--- config.mk ---
export PLATFORM = sky130hd
export DESIGN_NAME = dump_sender_flat
export DESIGN_NICKNAME = d
export VERILOG_FILES = /design/src/rtl/dump_sender_if.sv /design/src/rtl/dump_sender.sv /design/src/flat_wrapper.sv
export SDC_FILE = /design/constraint.sdc
export NUM_CORES = 1
export LEC_CHECK = 0
export ABC_AREA = 1
export BUFFER_PORTS_ARGS = -buffer_cell sky130_fd_sc_hd__buf_4
export CORE_MARGIN = 4
export CORE_UTILIZATION = 50
export DETAILED_ROUTE_END_ITERATION = 16
export PLACE_DENSITY = 0.75
export SETUP_SLACK_MARGIN = 0.05
export SYNTH_ARGS = -nofsm -noshare
export SYNTH_HDL_FRONTEND = slang
export SYNTH_SLANG_ARGS = --single-unit
--- constraint.sdc ---
create_clock -name i_clock -period 2.5 [get_ports i_clock]
set_input_delay 0.125 -clock i_clock [delete_from_list [all_inputs] [get_ports i_clock]]
set_output_delay 0.125 -clock i_clock [all_outputs]
set_load 0.005 [all_outputs]
--- src/rtl/dump_sender_if.sv ---
// Handshake bundle between the dump address generator/transmitter and dump_sender.
// Latency: none (plain wires).
// Backpressure: o_ready tells the producer when a new word may be presented.
interface dump_sender_if #(
    parameter int DATA_SIZE = 16,
    parameter int BYTE_SIZE = 8
);
    logic                 i_valid;
    logic                 i_end;
    logic [DATA_SIZE-1:0] i_data;
    logic                 i_tx_done;
    logic                 o_tx_start;
    logic [BYTE_SIZE-1:0] o_tx_data;
    logic                 o_ready;
    logic                 o_busy;
    logic                 o_overrun;

    // Producer / transmitter side: drives words and done pulses, observes status.
    modport master (
        output i_valid, i_end, i_data, i_tx_done,
        input  o_tx_start, o_tx_data, o_ready, o_busy, o_overrun
    );

    // dump_sender side.
    modport slave (
        input  i_valid, i_end, i_data, i_tx_done,
        output o_tx_start, o_tx_data, o_ready, o_busy, o_overrun
    );
endinterface

--- src/rtl/dump_sender.sv ---
// Serialises captured memory words MSB-byte first to a byte transmitter, then a terminator byte on i_end.
// Latency: o_tx_start rises on the edge after an i_valid/i_end rise; next byte the edge after i_tx_done.
// Backpressure: o_ready low while a word/terminator is in flight; rises arriving while busy set sticky o_overrun.
module dump_sender #(
    parameter int                   DATA_SIZE = 16,
    parameter int                   BYTE_SIZE = 8,
    parameter logic [BYTE_SIZE-1:0] END_BYTE  = BYTE_SIZE'(8'h0A)
) (
    input  logic         i_clock,
    input  logic         i_reset,
    dump_sender_if.slave io_bus
);

    localparam int NBYTES = DATA_SIZE / 8;
    localparam int CNT_W  = (NBYTES > 1) ? $clog2(NBYTES) : 1;
    localparam logic [CNT_W-1:0] LAST_BYTE = CNT_W'(NBYTES - 1);

    typedef enum logic [2:0] {
        S_IDLE,
        S_START,
        S_WAIT,
        S_TERM_START,
        S_TERM_WAIT
    } state_t;

    // Registered state and outputs
    state_t               r_state;
    logic                 r_valid_q;
    logic                 r_end_q;
    logic [DATA_SIZE-1:0] r_word;
    logic [CNT_W-1:0]     r_cnt;
    logic                 r_tx_start;
    logic [BYTE_SIZE-1:0] r_tx_data;
    logic                 r_ready;
    logic                 r_busy;
    logic                 r_overrun;

    // Next-state values
    state_t               w_state_nxt;
    logic [DATA_SIZE-1:0] w_word_nxt;
    logic [CNT_W-1:0]     w_cnt_nxt;
    logic                 w_tx_start_nxt;
    logic [BYTE_SIZE-1:0] w_tx_data_nxt;
    logic                 w_ready_nxt;
    logic                 w_busy_nxt;
    logic                 w_overrun_nxt;
    logic                 w_load_byte;
    logic [DATA_SIZE-1:0] w_shifted;

    logic                 w_valid_rise;
    logic                 w_end_rise;

    // A rise is the live level high against a low registered copy; reset clears the
    // copies so a level already high at release counts as a rise on the first edge.
    assign w_valid_rise = io_bus.i_valid & ~r_valid_q;
    assign w_end_rise   = io_bus.i_end   & ~r_end_q;

    // Next-state / next-output logic; outputs are loaded in step with the state they describe.
    always_comb begin
        w_state_nxt    = r_state;
        w_word_nxt     = r_word;
        w_cnt_nxt      = r_cnt;
        w_tx_start_nxt = 1'b0;
        w_tx_data_nxt  = r_tx_data;
        w_ready_nxt    = r_ready;
        w_overrun_nxt  = r_overrun;
        w_load_byte    = 1'b0;
        w_shifted      = '0;

        case (r_state)
            S_IDLE: begin
                // i_end wins; a simultaneous i_valid rise is silently dropped.
                if (w_end_rise) begin
                    w_state_nxt    = S_TERM_START;
                    w_tx_start_nxt = 1'b1;
                    w_tx_data_nxt  = END_BYTE;
                    w_ready_nxt    = 1'b0;
                end else if (w_valid_rise) begin
                    w_state_nxt = S_START;
                    w_word_nxt  = io_bus.i_data;
                    w_cnt_nxt   = '0;
                    w_ready_nxt = 1'b0;
                    w_load_byte = 1'b1;
                end
            end
            S_START: begin
                w_state_nxt = S_WAIT;
            end
            S_WAIT: begin
                if (io_bus.i_tx_done) begin
                    if (r_cnt != LAST_BYTE) begin
                        w_state_nxt = S_START;
                        w_cnt_nxt   = r_cnt + CNT_W'(1);
                        w_load_byte = 1'b1;
                    end else begin
                        w_state_nxt = S_IDLE;
                        w_ready_nxt = 1'b1;
                    end
                end
            end
            S_TERM_START: begin
                w_state_nxt = S_TERM_WAIT;
            end
            S_TERM_WAIT: begin
                if (io_bus.i_tx_done) begin
                    w_state_nxt = S_IDLE;
                    w_ready_nxt = 1'b1;
                end
            end
            default: begin
                w_state_nxt = S_IDLE;
                w_ready_nxt = 1'b1;
            end
        endcase

        // Any new request while a transfer is in flight is lost; remember that it happened.
        if ((r_state != S_IDLE) && (w_valid_rise || w_end_rise)) begin
            w_overrun_nxt = 1'b1;
        end

        // Byte counter 0 selects the top byte of the word, so shift left by 8*count.
        if (w_load_byte) begin
            w_shifted      = w_word_nxt << {w_cnt_nxt, 3'b000};
            w_tx_start_nxt = 1'b1;
            w_tx_data_nxt  = BYTE_SIZE'(w_shifted[DATA_SIZE-1 -: 8]);
        end

        w_busy_nxt = (w_state_nxt != S_IDLE);
    end

    // State, datapath and output registers; reset abandons any partial word.
    always_ff @(posedge i_clock or posedge i_reset) begin
        if (i_reset) begin
            r_state    <= S_IDLE;
            r_valid_q  <= 1'b0;
            r_end_q    <= 1'b0;
            r_word     <= '0;
            r_cnt      <= '0;
            r_tx_start <= 1'b0;
            r_tx_data  <= '0;
            r_ready    <= 1'b1;
            r_busy     <= 1'b0;
            r_overrun  <= 1'b0;
        end else begin
            r_state    <= w_state_nxt;
            r_valid_q  <= io_bus.i_valid;
            r_end_q    <= io_bus.i_end;
            r_word     <= w_word_nxt;
            r_cnt      <= w_cnt_nxt;
            r_tx_start <= w_tx_start_nxt;
            r_tx_data  <= w_tx_data_nxt;
            r_ready    <= w_ready_nxt;
            r_busy     <= w_busy_nxt;
            r_overrun  <= w_overrun_nxt;
        end
    end

    assign io_bus.o_tx_start = r_tx_start;
    assign io_bus.o_tx_data  = r_tx_data;
    assign io_bus.o_ready    = r_ready;
    assign io_bus.o_busy     = r_busy;
    assign io_bus.o_overrun  = r_overrun;

endmodule

--- src/flat_wrapper.sv ---
// flat-port wrapper written by rule: the top's interface ports become plain ports
module dump_sender_flat 
#(
    parameter int                   DATA_SIZE = 16,
    parameter int                   BYTE_SIZE = 8,
    parameter logic [BYTE_SIZE-1:0] END_BYTE  = BYTE_SIZE'(8'h0A)
)
  (i_clock, i_reset, io_bus_i_valid, io_bus_i_end, io_bus_i_data, io_bus_i_tx_done, io_bus_o_tx_start, io_bus_o_tx_data, io_bus_o_ready, io_bus_o_busy, io_bus_o_overrun);
  dump_sender_if #(.DATA_SIZE(DATA_SIZE), .BYTE_SIZE(BYTE_SIZE)) io_bus_i ();
  input  logic i_clock;
  input  logic i_reset;
  input wire logic [$bits(io_bus_i.i_valid)-1:0] io_bus_i_valid;
  input wire logic [$bits(io_bus_i.i_end)-1:0] io_bus_i_end;
  input wire logic [$bits(io_bus_i.i_data)-1:0] io_bus_i_data;
  input wire logic [$bits(io_bus_i.i_tx_done)-1:0] io_bus_i_tx_done;
  output wire logic [$bits(io_bus_i.o_tx_start)-1:0] io_bus_o_tx_start;
  output wire logic [$bits(io_bus_i.o_tx_data)-1:0] io_bus_o_tx_data;
  output wire logic [$bits(io_bus_i.o_ready)-1:0] io_bus_o_ready;
  output wire logic [$bits(io_bus_i.o_busy)-1:0] io_bus_o_busy;
  output wire logic [$bits(io_bus_i.o_overrun)-1:0] io_bus_o_overrun;
  assign io_bus_i.i_valid = io_bus_i_valid;
  assign io_bus_i.i_end = io_bus_i_end;
  assign io_bus_i.i_data = io_bus_i_data;
  assign io_bus_i.i_tx_done = io_bus_i_tx_done;
  assign io_bus_o_tx_start = io_bus_i.o_tx_start;
  assign io_bus_o_tx_data = io_bus_i.o_tx_data;
  assign io_bus_o_ready = io_bus_i.o_ready;
  assign io_bus_o_busy = io_bus_i.o_busy;
  assign io_bus_o_overrun = io_bus_i.o_overrun;
  dump_sender #(.DATA_SIZE(DATA_SIZE), .BYTE_SIZE(BYTE_SIZE), .END_BYTE(END_BYTE)) u_core (.i_clock(i_clock), .i_reset(i_reset), .io_bus(io_bus_i));
endmodule
-- After elaboration in Yosys (flattened, before gate mapping)
Index checks and enable logic that the tools add are counted.
- RAM bits: 0
- bits of input ports: 21
- flip-flop bits (word level): 34
- bits in latches: 0
- memory bits (read-only): 0
- memories kept: 0
- output and inout port bits: 12
- magnitude comparators: 0
- bitwise operators: 5
- shift operators: 1
- equality and inequality tests: 8
- mux-type cells: 31
- div/mod/pow operators: 0
- add/sub/neg operators: 1
- reduce and logical (&&, ||, !) cells: 10
- multiply operators: 0
- operators by type and width (kind ; number):
    $mux W16 ; 3
    $mux W8 ; 3
    $mux W1 ; 17
    $shl A16 B4 Y16 ; 1
    $pmux W3 S5 ; 1
    $mux W3 ; 4
    $eq A3 B2 Y1 const B ; 2
    $reduce_bool A3 Y1 ; 2
    $reduce_and A5 Y1 ; 1
    $ne A2 B2 Y1 const B ; 2
    $pmux W1 S2 ; 2
    $pmux W1 S4 ; 1
    $reduce_bool A2 Y1 ; 2
    $eq A3 B1 Y1 const B ; 1
    $eq A3 B3 Y1 const B ; 1
    $logic_not A3 Y1 ; 1
    $ne A3 B1 Y1 const B ; 1
    $not A1 Y1 ; 3
    $and A1 B1 Y1 ; 2
    $ne A2 B1 Y1 const B ; 1
    $reduce_and A2 Y1 ; 1
    $reduce_or A2 Y1 ; 1
    $add A1 B1 Y1 const B ; 1
    $logic_and A1 B1 Y1 ; 1
    $logic_or A1 B1 Y1 ; 1

-- Depth between registers and ports, before layout
Gate-level depths: netlist of the first run.
- depth after elaboration: 7
- mapped depth: 9
- gate-level depth less buffers: 8

-- Least setup slack after synthesis of the first run
Ideal clock, no wire load.
- path kind: flip-flop to flip-flop
- from: register u_core.r_state[2]
- to: register u_core.r_tx_data[0], in the netlist u_core.io_bus.o_tx_data[0]
- arrival: 1.060 ns
- path slack: 1.324 ns
- buffers on the path: 1
- clock period less this slack: 1.176 ns
- stages on the path, launching flop included: 10
- cells stage by stage: dfrtp_1 inv_2 nand2_2 nor2_4 nand2_2 buf_4 nand2_1 nand3_1 nand2_1 nand2_1
- longest elaborated chain between the ends: 4
- ends and longest elaborated chain (element ; line ; source):
    start: declaration ; dump_sender.sv:27 ; state_t r_state;
    start signal: assignment ; dump_sender.sv:145 ; r_state <= w_state_nxt;
    $eq A3 B2 Y1 or $logic_not A3 Y1 (tied branches) ; dump_sender.sv:70 ; case (r_state)
    $pmux W1 S2 or $mux W16 (tied branches) ; dump_sender.sv:70 ;
    $shl A16 B4 Y16 or $reduce_bool A2 Y1 (tied branches) ; -- ;
    $mux W8 or $reduce_and A2 Y1 (tied branches) ; -- ;
    end signal: assignment ; dump_sender.sv:151 ; r_tx_data <= w_tx_data_nxt;
    end: declaration ; dump_sender.sv:33 ; logic [BYTE_SIZE-1:0] r_tx_data;
Parallel ways exist; a longest one is shown, timed or not.
A chain may end at the register's enable or synchronous reset.

-- Worst setup path in the final report of the first run
- from: register u_core.r_state[0]
- to: register u_core.r_tx_data[0], in the netlist u_core.io_bus.o_tx_data[0]
The elaborated chain is that of the path after synthesis.

==> impl_metrics.json, run 1 <==
{
  "cp.arrival_ns": 2.19,
  "port-buffer-count": 32,
  "synthArstFlopShare_pct": 100,
  "yosysSeqAreaShare_pct": 57.4,
  "netlist_top_cells_area": "dfrtp_1, nand2_1, nand3_1",
  "grt_pass1_wl_um": 5440,
  "ir_drop_mv": 0.467,
  "grt-ovfl-total": 0,
  "cp_max_fo": 31,
  "start_util_pct": 52.9,
  "cp-startpoint": "u_core.r_state[0]$_DFF_PP0_",
  "finalClockSkew_ns": 0.00709,
  "cts_hold_buf": 3,
  "drt_first_pass_iters": 4,
  "fmax_mhz": 513,
  "yosys.cell_types.count": 18,
  "end_kind": "flop",
  "syn2layout_area_growth_pct": 24.3,
  "synth_edf_count": 0,
  "synthFlopType": "dfrtp_1",
  "postSynthCellCount": 177,
  "globalRouteTotalUtil_pct": 17.9,
  "routed_via_density": 4.96,
  "antenna_found_initial": 0,
  "drc": 0,
  "dieWidth_um": 62.5,
  "synth_commonest_cells": "nand2_1, dfrtp_1, inv_1, nand3_1, nor2_1",
  "rr_worst_depth": 8,
  "setup_viol": 0,
  "hpwl_um": 2190,
  "numCtsBuffers": 5,
  "p_per_area_nw_per_um2": 1080,
  "netlist_area_sq_um": 1490,
  "cts_tree": "yes",
  "die_h_um": 62.5,
  "num_rows": 19,
  "coreArea_sq_um": 2810,
  "ctsHtreeMaxLevel": 2,
  "p_leak_nw": 1.02,
  "slew_viol_final": 0,
  "min_period_ns": 1.95,
  "cts-root-buf": "clkbuf_4",
  "gp_congestion": 0.873,
  "maxSlewHeadroom_pct": 66.8,
  "worstPathRequired_ns": 2.74,
  "reg2reg_setup_slack_ns": 0.55,
  "insertion_delay_ns": 0.34,
  "cap_violations": 0,
  "cp-start-kind": "flop",
  "grt_max_degree": 35,
  "fin_setup_tns_ns": 0,
  "post_cts_buffers": 0,
  "drtAntennaViolNets": 0,
  "yosysMostFrequentCell": "nand2_1",
  "rsz0062_at_grt": "no",
  "die-area_sq_um": 3910,
  "clk_pin_slew_worst_paths_ns": 0.11,
  "hold_violations": 0,
  "timing.rr.start": "u_core.r_state[0]$_DFF_PP0_",
  "reg2reg_to": "u_core.io_bus.o_tx_data[0]$_DFFE_PP0P_",
  "min_period_over_period_pct": 78.0,
  "whs_ns": 0.0141,
  "hold-path-endpoint": "u_core.r_word[1]$_DFF_PP0_",
  "antenna_cells": 0,
  "criticalPathCategory": "flop to flop",
  "fin_nets": 237,
  "wl_per_cell_um": 12.6,
  "synth_nets": 198,
  "cts_resized": 0,
  "first_global_vias": 1213,
  "clock-sinks": 34,
  "drt_wl_total_um": 3120,
  "min-delay-start": "io_bus_i_data[1]",
  "synth_warnings": 0,
  "ys_ff_latch": 34,
  "cts_buffer_depth": 2,
  "tightest_slew_ns": 0.497,
  "ios": 33,
  "drive_gt1_share_pct": 23.0,
  "min-delay-path-class": "primary input to flop",
  "vias": 1231,
  "avgSynthCellArea_sq_um": 8.39,
  "synth_top_area_share_pct": 55.6,
  "min_path_cells": 3,
  "yosysTopAreaCell": "dfrtp_1",
  "drtIter0Drc": 54,
  "status": "completed"
}
-- worst max-delay path, stage by stage, from the launching register on --
cell	delay (ns)
dfrtp_1	0.41
inv_1	0.10
nand2_2	0.07
nor2_4	0.25
nand2_2	0.37
nand2_1	0.38
nand3_1	0.13
nand2_1	0.08
nand2_1	0.05
-- registers in the layout (all words and copies together) (netlist names) --
register / cells
u_core.io_bus.o_busy: 1
u_core.io_bus.o_overrun: 1
u_core.io_bus.o_ready: 1
u_core.io_bus.o_tx_data: 8
u_core.io_bus.o_tx_start: 1
u_core.r_cnt: 1
u_core.r_end_q: 1
u_core.r_state: 3
u_core.r_valid_q: 1
u_core.r_word: 16
-- stage by stage --
step	utilization [%]	cell area [sq um]	power (mW)	setup slack [ns]	cells
2_1_floorplan	-	1490	1.41	1.32	177
3_3_place_gp	62.4	1750	1.65	0.688	237
3_5_place_dp	62.4	1750	1.68	0.575	237
4_1_cts	65.8	1850	2.01	0.577	248
5_1_grt	65.8	1850	2.18	0.328	248
6_report	65.8	1850	2.00	0.551	248
-- final cells by class --
| cell class | instances | area, sq um |
|---|---|---|
| well taps | 31 | 38.8 |
| multi-input cells | 115 | 519 |
| clock inverters | 2 | 12.5 |
| repair buffers | 37 | 285 |
| fillers | 255 | 960 |
| flip-flops and latches | 34 | 852 |
| inverters | 23 | 86.3 |
| clock buffers | 6 | 51.3 |
-- kinds of logic after synthesis --
kind of cell | count (synthesis) | synth area share, %
and+or+nand+nor | 95 | 27.9
DFF | 34 | 57.4
buffers and inverters | 28 | 7.67
AOI/OAI and AO/OA | 20 | 7.08
-- layout by cell type, fill, tap and decap left out --
cell,n
nand2_1,46
buf_4,34
dfrtp_1,33
inv_1,21
nand3_1,21
nor2_1,20
o21ai_0,9
a21oi_1,9
clkbuf_4,5
nand2_2,3
dlygate4sd3_1,3
inv_2,2
and2_1,2
nor2_4,1
nand4_2,1
or2_1,1
a21o_1,1
a21boi_0,1
clkbuf_8,1
clkinvlp_4,1
clkinv_2,1
dfstp_2,1
-- worst max-delay path by stage --
stage / to / slack, ns / depth (start not counted)
6_report: u_core.io_bus.o_tx_data[0]$_DFFE_PP0P_ / 0.55 / 8
5_1_grt: u_core.io_bus.o_tx_data[0]$_DFFE_PP0P_ / 0.33 / 8
4_1_cts: u_core.io_bus.o_tx_data[0]$_DFFE_PP0P_ / 0.58 / 8
3_5_place_dp: u_core.io_bus.o_tx_data[0]$_DFFE_PP0P_ / 0.57 / 8
3_3_place_gp: u_core.io_bus.o_tx_data[6]$_DFFE_PP0P_ / 0.69 / 8
2_1_floorplan: u_core.io_bus.o_tx_data[0]$_DFFE_PP0P_ / 1.32 / 9
-- per-layer routing --
layer,global-route usage (%),vias up,share of wire (%)
li1,-,627,-
met1,22.3,552,42
met2,28.4,44,49
met3,5.76,8,7.1
met4,8.26,0,2.3
met5,0,-,0
-- where the power goes --
part	switching [mW]	internal (mW)
clock	0.191	0.135
combinational	0.466	0.316
sequential	0.109	0.781
(Power assumes the default switching activity.)
==> inputs of run 2 (changes only) <==
- CORE_UTILIZATION: 50 -> 47
- PLACE_DENSITY: 0.75 -> 0.73
- clock period: 2.5 -> 1.65 ns (I/O delays scaled with it)
==> impl_metrics.json, run 2 (synthesized netlist as in run 1, its figures left out) <==
{
  "drt_wl_total_um": 3230,
  "wl_per_cell_um": 11.8,
  "drc": 0,
  "numCtsBuffers": 5,
  "post_cts_buffers": 0,
  "first_global_vias": 1336,
  "antenna_cells": 0,
  "cp-start-kind": "flop",
  "ir_drop_mv": 0.833,
  "gp_congestion": 0.790,
  "grt_max_degree": 35,
  "reg2reg_setup_slack_ns": 0.21,
  "die-area_sq_um": 4120,
  "fin_setup_tns_ns": 0,
  "worstPathRequired_ns": 1.88,
  "dpl_cell_area_sq_um": 1790,
  "syn2layout_area_growth_pct": 34.0,
  "clock-sinks": 34,
  "final_util_pct": 65.7,
  "hpwl_um": 2240,
  "cts_resized": 0,
  "drtAntennaViolNets": 0,
  "fin_nets": 249,
  "end_kind": "flop",
  "p_leak_nw": 1.08,
  "slew_viol_final": 0,
  "cts_tree": "yes",
  "start_util_pct": 49.0,
  "num-fill-cells": 260,
  "whs_ns": 0.0196,
  "antenna_found_initial": 0,
  "cp_common_cell": "nand2_1",
  "mostFrequentLayoutCells": "nand2_1, buf_4, dfrtp_1",
  "path_cells": "nor2_1 -> nand4_2 -> nand2_2 -> inv_2 -> nand2_1 -> nand2_1",
  "largest_reg_flops": 16,
  "routed_via_density": 4.77,
  "cp.arrival_ns": 1.67,
  "ctsHtreeMaxLevel": 2,
  "power.total_mw": 3.16,
  "max_stage_delay_ns": 0.44,
  "rsz0062_at_grt": "no",
  "drt_first_pass_iters": 4,
  "cp_max_fo": 10,
  "hold_violations": 0,
  "drtIter0Drc": 66,
  "maxSlewHeadroom_pct": 72.2,
  "min-delay-path-class": "primary input to flop",
  "design_area_sq_um": 1990,
  "setup_viol": 0,
  "status": "completed",
  "drive_gt1_share_pct": 23.1,
  "num_rows": 20,
  "cap_violations": 0,
  "die_h_um": 64.2,
  "p_per_area_nw_per_um2": 1590,
  "insertion_delay_ns": 0.33,
  "layout_commonest_cell": "nand2_1",
  "dieWidth_um": 64.2,
  "criticalPathCategory": "flop to flop",
  "regMostFlops": "u_core.r_word",
  "port-buffer-count": 32,
  "cts_buffer_depth": 2,
  "grt-ovfl-total": 0,
  "clk_pin_slew_worst_paths_ns": 0.10,
  "grt_pass1_wl_um": 5570,
  "ios": 33,
  "finalClockSkew_ns": 0.00640,
  "coreArea_sq_um": 3030,
  "min_period_ns": 1.44,
  "tightest_slew_ns": 0.416,
  "cts-root-buf": "clkbuf_4",
  "vias": 1301,
  "globalRouteTotalUtil_pct": 17.4,
  "crit_slowest_cell": "dfrtp_1",
  "min_period_over_period_pct": 87.0,
  "fmax_mhz": 697
}
run 2: critical path: cells and delay by family (launching register included):
kind	cells	cell delay, ns
and+or+nand+nor	5	0.81
buffers and inverters	1	0.10
DFF	1	0.44
run 2: power breakdown:
group	switching (mW)	internal, mW	total, mW
clock network	0.271	0.291	0.562
registers	0.178	1.18	1.36
logic	0.710	0.526	1.24
total	1.16	2.00	3.16
run 2: repair_timing:
action,4_1_cts,5_1_grt
hold endpoints to repair,44,0
hold buffers,12,0
endpoints found under the setup margin,0,0
run 2: area by class of cell:
class                           instances  area (sq um)  area share, %
Tap cell                               44          55.1           2.77
Sequential cell                        34           852           42.8
Multi-Input combinational cell        115           519           26.1
Timing Repair Buffer                   49           398           20.0
Inverter                               23          86.3           4.34
Clock buffer                            8          78.8           3.96
run 2: path summary, 6_finish.rpt:
| path | to | startpoint | depth (start not counted) |
|---|---|---|---|
| setup / recovery | u_core.io_bus.o_tx_data[6]$_DFFE_PP0P_ | u_core.r_state[2]$_DFF_PP0_ | 6 |
| hold / removal | u_core.r_word[14]$_DFF_PP0_ | io_bus_i_data[14] | 3 |
| setup reg to reg | u_core.io_bus.o_tx_data[6]$_DFFE_PP0P_ | u_core.r_state[2]$_DFF_PP0_ | 6 |
| hold reg to reg | u_core.io_bus.o_overrun$_DFFE_PP0P_ | u_core.io_bus.o_overrun$_DFFE_PP0P_ | 1 |
| max in group asynchronous | u_core.io_bus.o_ready$_DFFE_PP1P_ | i_reset | 4 |
| min in group asynchronous | u_core.io_bus.o_tx_data[6]$_DFFE_PP0P_ | i_reset | 4 |
run 2: layer usage:
layer / GRT usage [%] / part of all wire (%) / up-vias
li1: - / - / 656
met1: 19.5 / 44 / 605
met2: 31.4 / 49 / 33
met3: 4.75 / 5.5 / 7
met4: 6.33 / 1.5 / 0
met5: 0 / 0 / -
run 2: stage by stage:
step,worst slack (ns),cells
3_3_place_gp,0.291,253
5_1_grt,0.0967,273
2_1_floorplan,0.474,177
3_5_place_dp,0.240,253
4_1_cts,0.230,273
6_report,0.215,273
